--- src/rtl/ps2_kbd_rx.sv ---
// ----------------------------------------------------------------------------
// ps2_kbd_rx
//
// PS/2 keyboard receiver. Both raw pins are synchronized into the clk domain,
// the PS/2 clock is glitch-filtered, and every filtered falling edge samples
// one bit of an 11-bit frame (start, 8 data LSB first, odd parity, stop).
// Valid bytes are decoded into key events. E0/F0 prefixes, the E1 pause
// sequence, keyboard status bytes and fake-shift codes are consumed here and
// never produce an event.
//
// Ports
//   clk         system clock, all logic on its rising edge
//   reset       synchronous, active-high reset
//   ps2_clk_i   raw PS/2 clock pin (asynchronous)
//   ps2_data_i  raw PS/2 data pin (asynchronous)
//   ps2_key     [10] toggles once per event, [9] pressed, [8] E0-extended,
//               [7:0] scan code; holds between events
//   frame_err   one-cycle pulse on a parity or stop-bit error
//
// Parameters
//   FILTER_LEN      equal synchronized samples needed to move the filtered clock
//   TIMEOUT_CYCLES  idle clk cycles mid-frame before the frame is abandoned
// ----------------------------------------------------------------------------
module ps2_kbd_rx #(
  parameter int FILTER_LEN     = 8,
  parameter int TIMEOUT_CYCLES = 65535
) (
  input  logic        clk,
  input  logic        reset,
  input  logic        ps2_clk_i,
  input  logic        ps2_data_i,
  output logic [10:0] ps2_key,
  output logic        frame_err
);

  localparam int FCW = $clog2(FILTER_LEN + 1);
  localparam int TCW = $clog2(TIMEOUT_CYCLES + 1);

  typedef enum logic [1:0] {
    ST_IDLE,
    ST_DATA,
    ST_PARITY,
    ST_STOP
  } state_e;

  // --------------------------------------------------------------------------
  // Synchronizers: both pins idle high, so reset them to 1.
  // --------------------------------------------------------------------------
  logic [1:0] clk_sync_q;
  logic [1:0] data_sync_q;
  logic       clk_s;
  logic       data_s;

  always_ff @(posedge clk) begin
    // NOTE: sequential state uses non-blocking assignments only, so every
    // flop samples the pre-edge value of its neighbours.
    if (reset) begin
      clk_sync_q  <= 2'b11;
      data_sync_q <= 2'b11;
    end else begin
      clk_sync_q  <= {clk_sync_q[0], ps2_clk_i};
      data_sync_q <= {data_sync_q[0], ps2_data_i};
    end
  end

  assign clk_s  = clk_sync_q[1];
  assign data_s = data_sync_q[1];

  // --------------------------------------------------------------------------
  // Glitch filter. The counter tracks how many consecutive samples disagree
  // with the filtered level; on the FILTER_LEN-th such sample the level flips.
  // Any agreeing sample restarts the count, so short pulses vanish.
  // --------------------------------------------------------------------------
  logic [FCW-1:0] filt_cnt_q, filt_cnt_d;
  logic           filt_clk_q, filt_clk_d;
  logic           fall;

  always_comb begin
    // NOTE: every variable gets a default first so no path leaves it
    // unassigned, which would otherwise infer a latch.
    filt_cnt_d = '0;
    filt_clk_d = filt_clk_q;
    if (clk_s != filt_clk_q) begin
      if (filt_cnt_q == FCW'(FILTER_LEN - 1)) begin
        filt_clk_d = clk_s;
      end else begin
        filt_cnt_d = filt_cnt_q + 1'b1;
      end
    end
  end

  // One-cycle strobe in the cycle the filtered clock goes low; data_s is
  // sampled in that same cycle, so each edge yields exactly one bit.
  assign fall = filt_clk_q & ~filt_clk_d;

  // --------------------------------------------------------------------------
  // Frame FSM: state register / next state / outputs.
  // --------------------------------------------------------------------------
  state_e         state_q, state_d;
  logic [2:0]     bit_cnt_q, bit_cnt_d;
  logic [TCW-1:0] to_cnt_q, to_cnt_d;
  logic           timeout;

  // Timeout fires on the TIMEOUT_CYCLES-th consecutive cycle without an edge.
  assign timeout = (state_q != ST_IDLE) && !fall &&
                   (to_cnt_q == TCW'(TIMEOUT_CYCLES - 1));

  always_ff @(posedge clk) begin
    if (reset) begin
      state_q <= ST_IDLE;
    end else begin
      state_q <= state_d;
    end
  end

  always_comb begin
    state_d = state_q;
    if (timeout) begin
      state_d = ST_IDLE;
    end else if (fall) begin
      unique case (state_q)
        ST_IDLE:   if (!data_s) state_d = ST_DATA;
        ST_DATA:   if (bit_cnt_q == 3'd7) state_d = ST_PARITY;
        ST_PARITY: state_d = ST_STOP;
        ST_STOP:   state_d = ST_IDLE;
        default:   state_d = ST_IDLE;
      endcase
    end
  end

  logic start_bit;
  logic shift_en;
  logic par_en;
  logic stop_en;

  always_comb begin
    start_bit = 1'b0;
    shift_en  = 1'b0;
    par_en    = 1'b0;
    stop_en   = 1'b0;
    if (fall) begin
      unique case (state_q)
        ST_IDLE:   start_bit = !data_s;
        ST_DATA:   shift_en  = 1'b1;
        ST_PARITY: par_en    = 1'b1;
        ST_STOP:   stop_en   = 1'b1;
        default:   ;
      endcase
    end
  end

  // --------------------------------------------------------------------------
  // Bit collection and frame check.
  // --------------------------------------------------------------------------
  logic [7:0] shift_q, shift_d;
  logic       parity_q, parity_d;
  logic       frame_ok;
  logic       frame_bad;

  always_comb begin
    bit_cnt_d = bit_cnt_q;
    shift_d   = shift_q;
    parity_d  = parity_q;
    if (start_bit) begin
      bit_cnt_d = 3'd0;
    end else if (shift_en) begin
      bit_cnt_d = bit_cnt_q + 3'd1;
      shift_d   = {data_s, shift_q[7:1]};  // LSB arrives first
    end
    if (par_en) begin
      parity_d = data_s;
    end
  end

  always_comb begin
    to_cnt_d = to_cnt_q + 1'b1;
    if (state_q == ST_IDLE || fall || timeout) begin
      to_cnt_d = '0;
    end
  end

  // Odd parity over data+parity, and the stop bit (sampled now) must be 1.
  assign frame_ok  = stop_en && data_s && (^{shift_q, parity_q});
  assign frame_bad = stop_en && !frame_ok;

  // --------------------------------------------------------------------------
  // Byte decode.
  // --------------------------------------------------------------------------
  logic        ext_q, ext_d;
  logic        rel_q, rel_d;
  logic [2:0]  skip_q, skip_d;
  logic [10:0] key_q, key_d;
  logic        frame_err_q, frame_err_d;

  // Keyboard replies and status codes that carry no key information.
  function automatic logic is_status(input logic [7:0] b);
    return (b == 8'hFA) || (b == 8'hAA) || (b == 8'hEE) ||
           (b == 8'hFE) || (b == 8'h00) || (b == 8'hFF);
  endfunction

  always_comb begin
    ext_d       = ext_q;
    rel_d       = rel_q;
    skip_d      = skip_q;
    key_d       = key_q;
    frame_err_d = 1'b0;
    if (timeout) begin
      ext_d = 1'b0;
      rel_d = 1'b0;
    end else if (frame_bad) begin
      // Skip count is left alone: only valid bytes advance the pause skip.
      frame_err_d = 1'b1;
      ext_d       = 1'b0;
      rel_d       = 1'b0;
    end else if (frame_ok) begin
      if (skip_q != 3'd0) begin
        skip_d = skip_q - 3'd1;
      end else if (shift_q == 8'hE1) begin
        // Pause: E1 plus the next 7 valid bytes are swallowed.
        skip_d = 3'd7;
        ext_d  = 1'b0;
        rel_d  = 1'b0;
      end else if (shift_q == 8'hE0) begin
        ext_d = 1'b1;
      end else if (shift_q == 8'hF0) begin
        rel_d = 1'b1;
      end else if (is_status(shift_q)) begin
        ext_d = 1'b0;
        rel_d = 1'b0;
      end else if (ext_q && (shift_q == 8'h12 || shift_q == 8'h59)) begin
        // E0-prefixed shift codes are fake shifts emitted around nav keys.
        ext_d = 1'b0;
        rel_d = 1'b0;
      end else begin
        key_d = {~key_q[10], ~rel_q, ext_q, shift_q};
        ext_d = 1'b0;
        rel_d = 1'b0;
      end
    end
  end

  // --------------------------------------------------------------------------
  // Datapath registers.
  // --------------------------------------------------------------------------
  always_ff @(posedge clk) begin
    if (reset) begin
      filt_cnt_q  <= '0;
      filt_clk_q  <= 1'b1;
      bit_cnt_q   <= 3'd0;
      to_cnt_q    <= '0;
      shift_q     <= 8'h00;
      parity_q    <= 1'b0;
      ext_q       <= 1'b0;
      rel_q       <= 1'b0;
      skip_q      <= 3'd0;
      key_q       <= 11'd0;
      frame_err_q <= 1'b0;
    end else begin
      filt_cnt_q  <= filt_cnt_d;
      filt_clk_q  <= filt_clk_d;
      bit_cnt_q   <= bit_cnt_d;
      to_cnt_q    <= to_cnt_d;
      shift_q     <= shift_d;
      parity_q    <= parity_d;
      ext_q       <= ext_d;
      rel_q       <= rel_d;
      skip_q      <= skip_d;
      key_q       <= key_d;
      frame_err_q <= frame_err_d;
    end
  end

  assign ps2_key   = key_q;
  assign frame_err = frame_err_q;

endmodule

--- config.mk ---
export PLATFORM = sky130hd
export DESIGN_NAME = ps2_kbd_rx
export DESIGN_NICKNAME = d
export VERILOG_FILES = /design/src/rtl/ps2_kbd_rx.sv
export SDC_FILE = /design/constraint.sdc
export NUM_CORES = 1
export LEC_CHECK = 0
export ABC_AREA = 0
export CORE_ASPECT_RATIO = 1.4
export CORE_UTILIZATION = 40
export CTS_CLUSTER_SIZE = 30
export DETAILED_ROUTE_END_ITERATION = 8
export SYNTH_ARGS = -nofsm -noshare
export SYNTH_HDL_FRONTEND = slang
export SYNTH_SLANG_ARGS = --single-unit
--- constraint.sdc ---
create_clock -name clk -period 2.01 [get_ports clk]
set_input_delay 0.3015 -clock clk [delete_from_list [all_inputs] [get_ports clk]]
set_output_delay 0.3015 -clock clk [all_outputs]
set_load 0.02 [all_outputs]
==> metrics.csv, run 1 <==
metric,value,unit
timing.hold.worst_endpoint,data_sync_q[1]$_SDFF_PP1_,
comb_power_share,0.019,
die_width,70.7,µm
nets,326,
via_count,1946,
power_per_cell_area,586,nW/µm²
ys_seq_area_frac,0.424,
r2r.worst_path.cells,5,
wl_per_cell,12.3,µm
holdWs,420,ps
post_route_cells_drive_above_1_share,0.148,
setup_viol,0,
detail_route.first_pass.iterations,6,
sw_frac_of_total,0.215,
io_buffer_count,15,
placed_cells_incl_taps,375,
adder_cell_area_share_of_the_yosys_netlist,0.0567,
min_path_type,flop to flop,
cp.arrival,2150,ps
slew_headroom,0.630,
synth_top_family_by_area,simple AND/OR/NAND/NOR gates,
synthMuxAreaShare,0.0780,
ioPinCount,16,
r2r_slack,70,ps
maximum_clock_frequency,515,MHz
max_cap_violations,0,
postSynthAreaPerCell,9.19,µm²
total_leakage_power,1.13,nW
fin_ws,68.0,ps
synthesis.yosys.warnings,0,
fin_cells,383,
sequentialPowerShare,0.622,
synth_nets,304,
p_sw,385,µW
power.share.clock,0.359,
count_of_standard_cell_rows,34,
maximum_number_of_pins_on_one_net_before_global_route_repair,21,
yosysMostFrequentCell,sky130_fd_sc_hd__dfxtp_1,
fillerInstances,598,
drt-initial-drc-count,67,
drt-total-wl,4700,µm
finalCritPeriodShare,0.966,
dp_worst_setup_slack,64.4,ps
core,6300,µm²
routed_via_density,5.08,
worst_path_max_delay_cell,sky130_fd_sc_hd__or4b_4,
dp_hpwl,3450,µm
timing.rr.end,ps2_key[10]$_SDFFE_PP0P_,
overflow,0,
count_of_clock_tree_sinks,56,
routed-wl-met2,2350,µm
cp_data_required_time,2220,ps
ys_ff_latch,56,
chipHeight,98.2,µm
internal_power,1.41,mW
flip_flop_cell_with_the_highest_count_after_synthesis,sky130_fd_sc_hd__dfxtp_1,
synthesis.area,2650,µm²
dr_wl_met3,100,µm
grt_antenna_before_repair,0,
critical_path.n_buffers_inverters,0,
report.final.hold_viol_count,0,
synth_top_cells_by_area,"sky130_fd_sc_hd__dfxtp_1, sky130_fd_sc_hd__mux2i_1, sky130_fd_sc_hd__ha_1",
grt_pass1_vias,1777,
m1WireLength,2170,µm
die_area,6950,µm²
clock-root-buffer,sky130_fd_sc_hd__clkbuf_8,
worst-path-max-fanout,8,
number_of_enable_flip_flop_cells_after_synthesis,0,
yosysTopAreaCell,sky130_fd_sc_hd__dfxtp_1,
setup.worst_path.class,flop to flop,
min_path_cells,1,
unique_masters_post_synth,43,
clkTransAtPathRegs,100,ps
cp_cell_sequence,"or4b_4, a2111oi_4, a21oi_1, o2111a_2, mux2_4",
synth_top_area_frac,0.424,
grt_pass1_wl,8110,µm
share_of_the_synthesized_area_in_compound_gates_ao_oa_aoi_oai,0.0804,
area.growth.synth_to_final,15.6,%
start_kind,flop,
dr.max_layer_used,met4,
maxSlewViolCount,0,
synth-xor-area-share,0.0922,
drtAntennaViolNets,0,
max_stage_delay,580,ps
timing.critical_path.max_delay_family,simple AND/OR/NAND/NOR gates,
failing_checks,DRC,
timing.final.crit_period,1940,ps
h_tree_lvl_count,2,
final_util,0.486,
post_synth_and_or_nand_nor_area_fraction,0.220,
gr-usage-all-layers,0.145,
cts_tree,built,
totalPowerFinal,1.79,mW
clkLatencyLatePin,310,ps
synthTopCellsByCount,"sky130_fd_sc_hd__dfxtp_1, sky130_fd_sc_hd__nor2_1, sky130_fd_sc_hd__nand2_1",
endpoint_kind,flop,
startpoint_of_the_worst_slack_reg_to_reg_timing_path,shift_q[0]$_SDFFE_PP0P_,
post-route-drc-count,4,
gp_congestion,0.835,
run_status,"complete, but fails checks",
antenna_cells_inserted,0,
ir_worst_vdd,488,µV
measured_slew_at_the_worst_slew_check_pin,554,ps
initial_util,0.420,
hold_path.startpoint,data_sync_q[0]$_SDFF_PP1_,
cts_max_path_buffers,2,
async_reset_ff_frac,0,
finClkSkew,10.4,ps
synthesis.instances,288,
cts-buffers-inserted,5,
layer usage:
| metal | track usage | vias to the layer above |
|---|---|---|
| met5 | 0 | - |
| met1 | 0.169 | 914 |
| met3 | 0.0279 | 5 |
| met2 | 0.257 | 15 |
| met4 | 0.0585 | 0 |
| li1 | - | 1012 |
per-stage QoR:
step / instance area, µm² / setup TNS, ps
2_1_floorplan: 2670 / -40.8
5_1_grt: 3060 / -18.1
4_1_cts: 3030 / 0
3_5_place_dp: 2940 / 0
3_3_place_gp: 2940 / 0
6_report: 3060 / 0
how the worst max path moves through the flow:
stage | startpoint | end | slack (ps) | cells past startpoint
2_1_floorplan | shift_q[3]$_SDFFE_PP0P_ | ps2_key[10]$_SDFFE_PP0P_ | -40 | 7
3_3_place_gp | shift_q[0]$_SDFFE_PP0P_ | ps2_key[10]$_SDFFE_PP0P_ | 110 | 5
3_5_place_dp | shift_q[4]$_SDFFE_PP0P_ | ps2_key[9]$_SDFFE_PP0P_ | 60 | 5
4_1_cts | shift_q[0]$_SDFFE_PP0P_ | skip_q[2]$_SDFFE_PP0P_ | 30 | 6
5_1_grt | filt_cnt_q[0]$_SDFF_PP0_ | ps2_key[9]$_SDFFE_PP0P_ | -10 | 6
6_report | shift_q[0]$_SDFFE_PP0P_ | ps2_key[10]$_SDFFE_PP0P_ | 70 | 5
cell usage in the layout (no fill, tap or decap), drive strengths merged, types with 2 or more instances in the layout:
cell type and count:
nor3 3, xor2 12, and3 2, clkdlybuf4s50 15, dfxtp 56, and4 3
buf 17, nor2b 5, a2111oi 3, o21ai 4, nor2 40, xnor2 11
mux2 2, nand3 11, a311oi 3, a21oi 10, nand2b 2, a31oi 4
ha 12, mux2i 18, and2 3, nand3b 2, inv 10, or2 5
clkbuf 6, nand2 32, nand4 7
registers in the layout, summed over array words and instances (netlist names):
signal	count
bit_cnt_q	3
clk_sync_q	2
data_sync_q	2
ext_q	1
filt_clk_q	1
filt_cnt_q	4
frame_err	1
parity_q	1
ps2_key	11
rel_q	1
shift_q	8
skip_q	3
state_q	2
to_cnt_q	16
worst reg2reg max path: cells and delay by family, from the launching register on:
family | cells | cell delay [ps]
compound gates | 3 | 550
simple gates | 1 | 580
flops | 1 | 420
mux | 1 | 300
layout make-up:
cell class              instances  area [µm²]  share of cell area
clock inverters                 2        13.8             0.00450
well taps                      72        90.1              0.0294
repair buffers                 32         282              0.0920
flip-flops and latches         56        1130               0.369
multi-input cells             206        1430               0.467
inverters                       9        33.8              0.0110
clock buffers                   6        82.6              0.0270
cells by family after synthesis:
family / after synthesis
AND/OR/NAND/NOR: 121
XOR/XNOR: 24
AO/OA/AOI/OAI: 29
adder cells (fa/ha/maj): 12
flip-flops: 56
buffers and inverters: 26
multiplexers: 20
what timing repair did:
item,CTS,global route
buffers inserted,0,0
setup endpoints to repair,0,15
hold buffers,0,0
resized for setup,0,9
power by group through the flow:
| stage | Clock, mW | Combinational [mW] | Sequential, mW |
|---|---|---|---|
| final | 0.644 | 0.0342 | 1.11 |
| after global routing | 0.721 | 0.0380 | 1.12 |
| after CTS | 0.681 | 0.0346 | 1.12 |
| after detailed placement | 0 | 0.0344 | 1.14 |
| after global placement | 0 | 0.0338 | 1.14 |
| after floorplan | 0 | 0.0188 | 1.14 |
Note: power is estimated with default switching activity, not from simulation.
==> inputs of run 2 (changes only) <==
SLEW_MARGIN = 5   (was default)
==> results of run 2 <==
The final DEF is identical to that of run 1; final timing and power are the same.
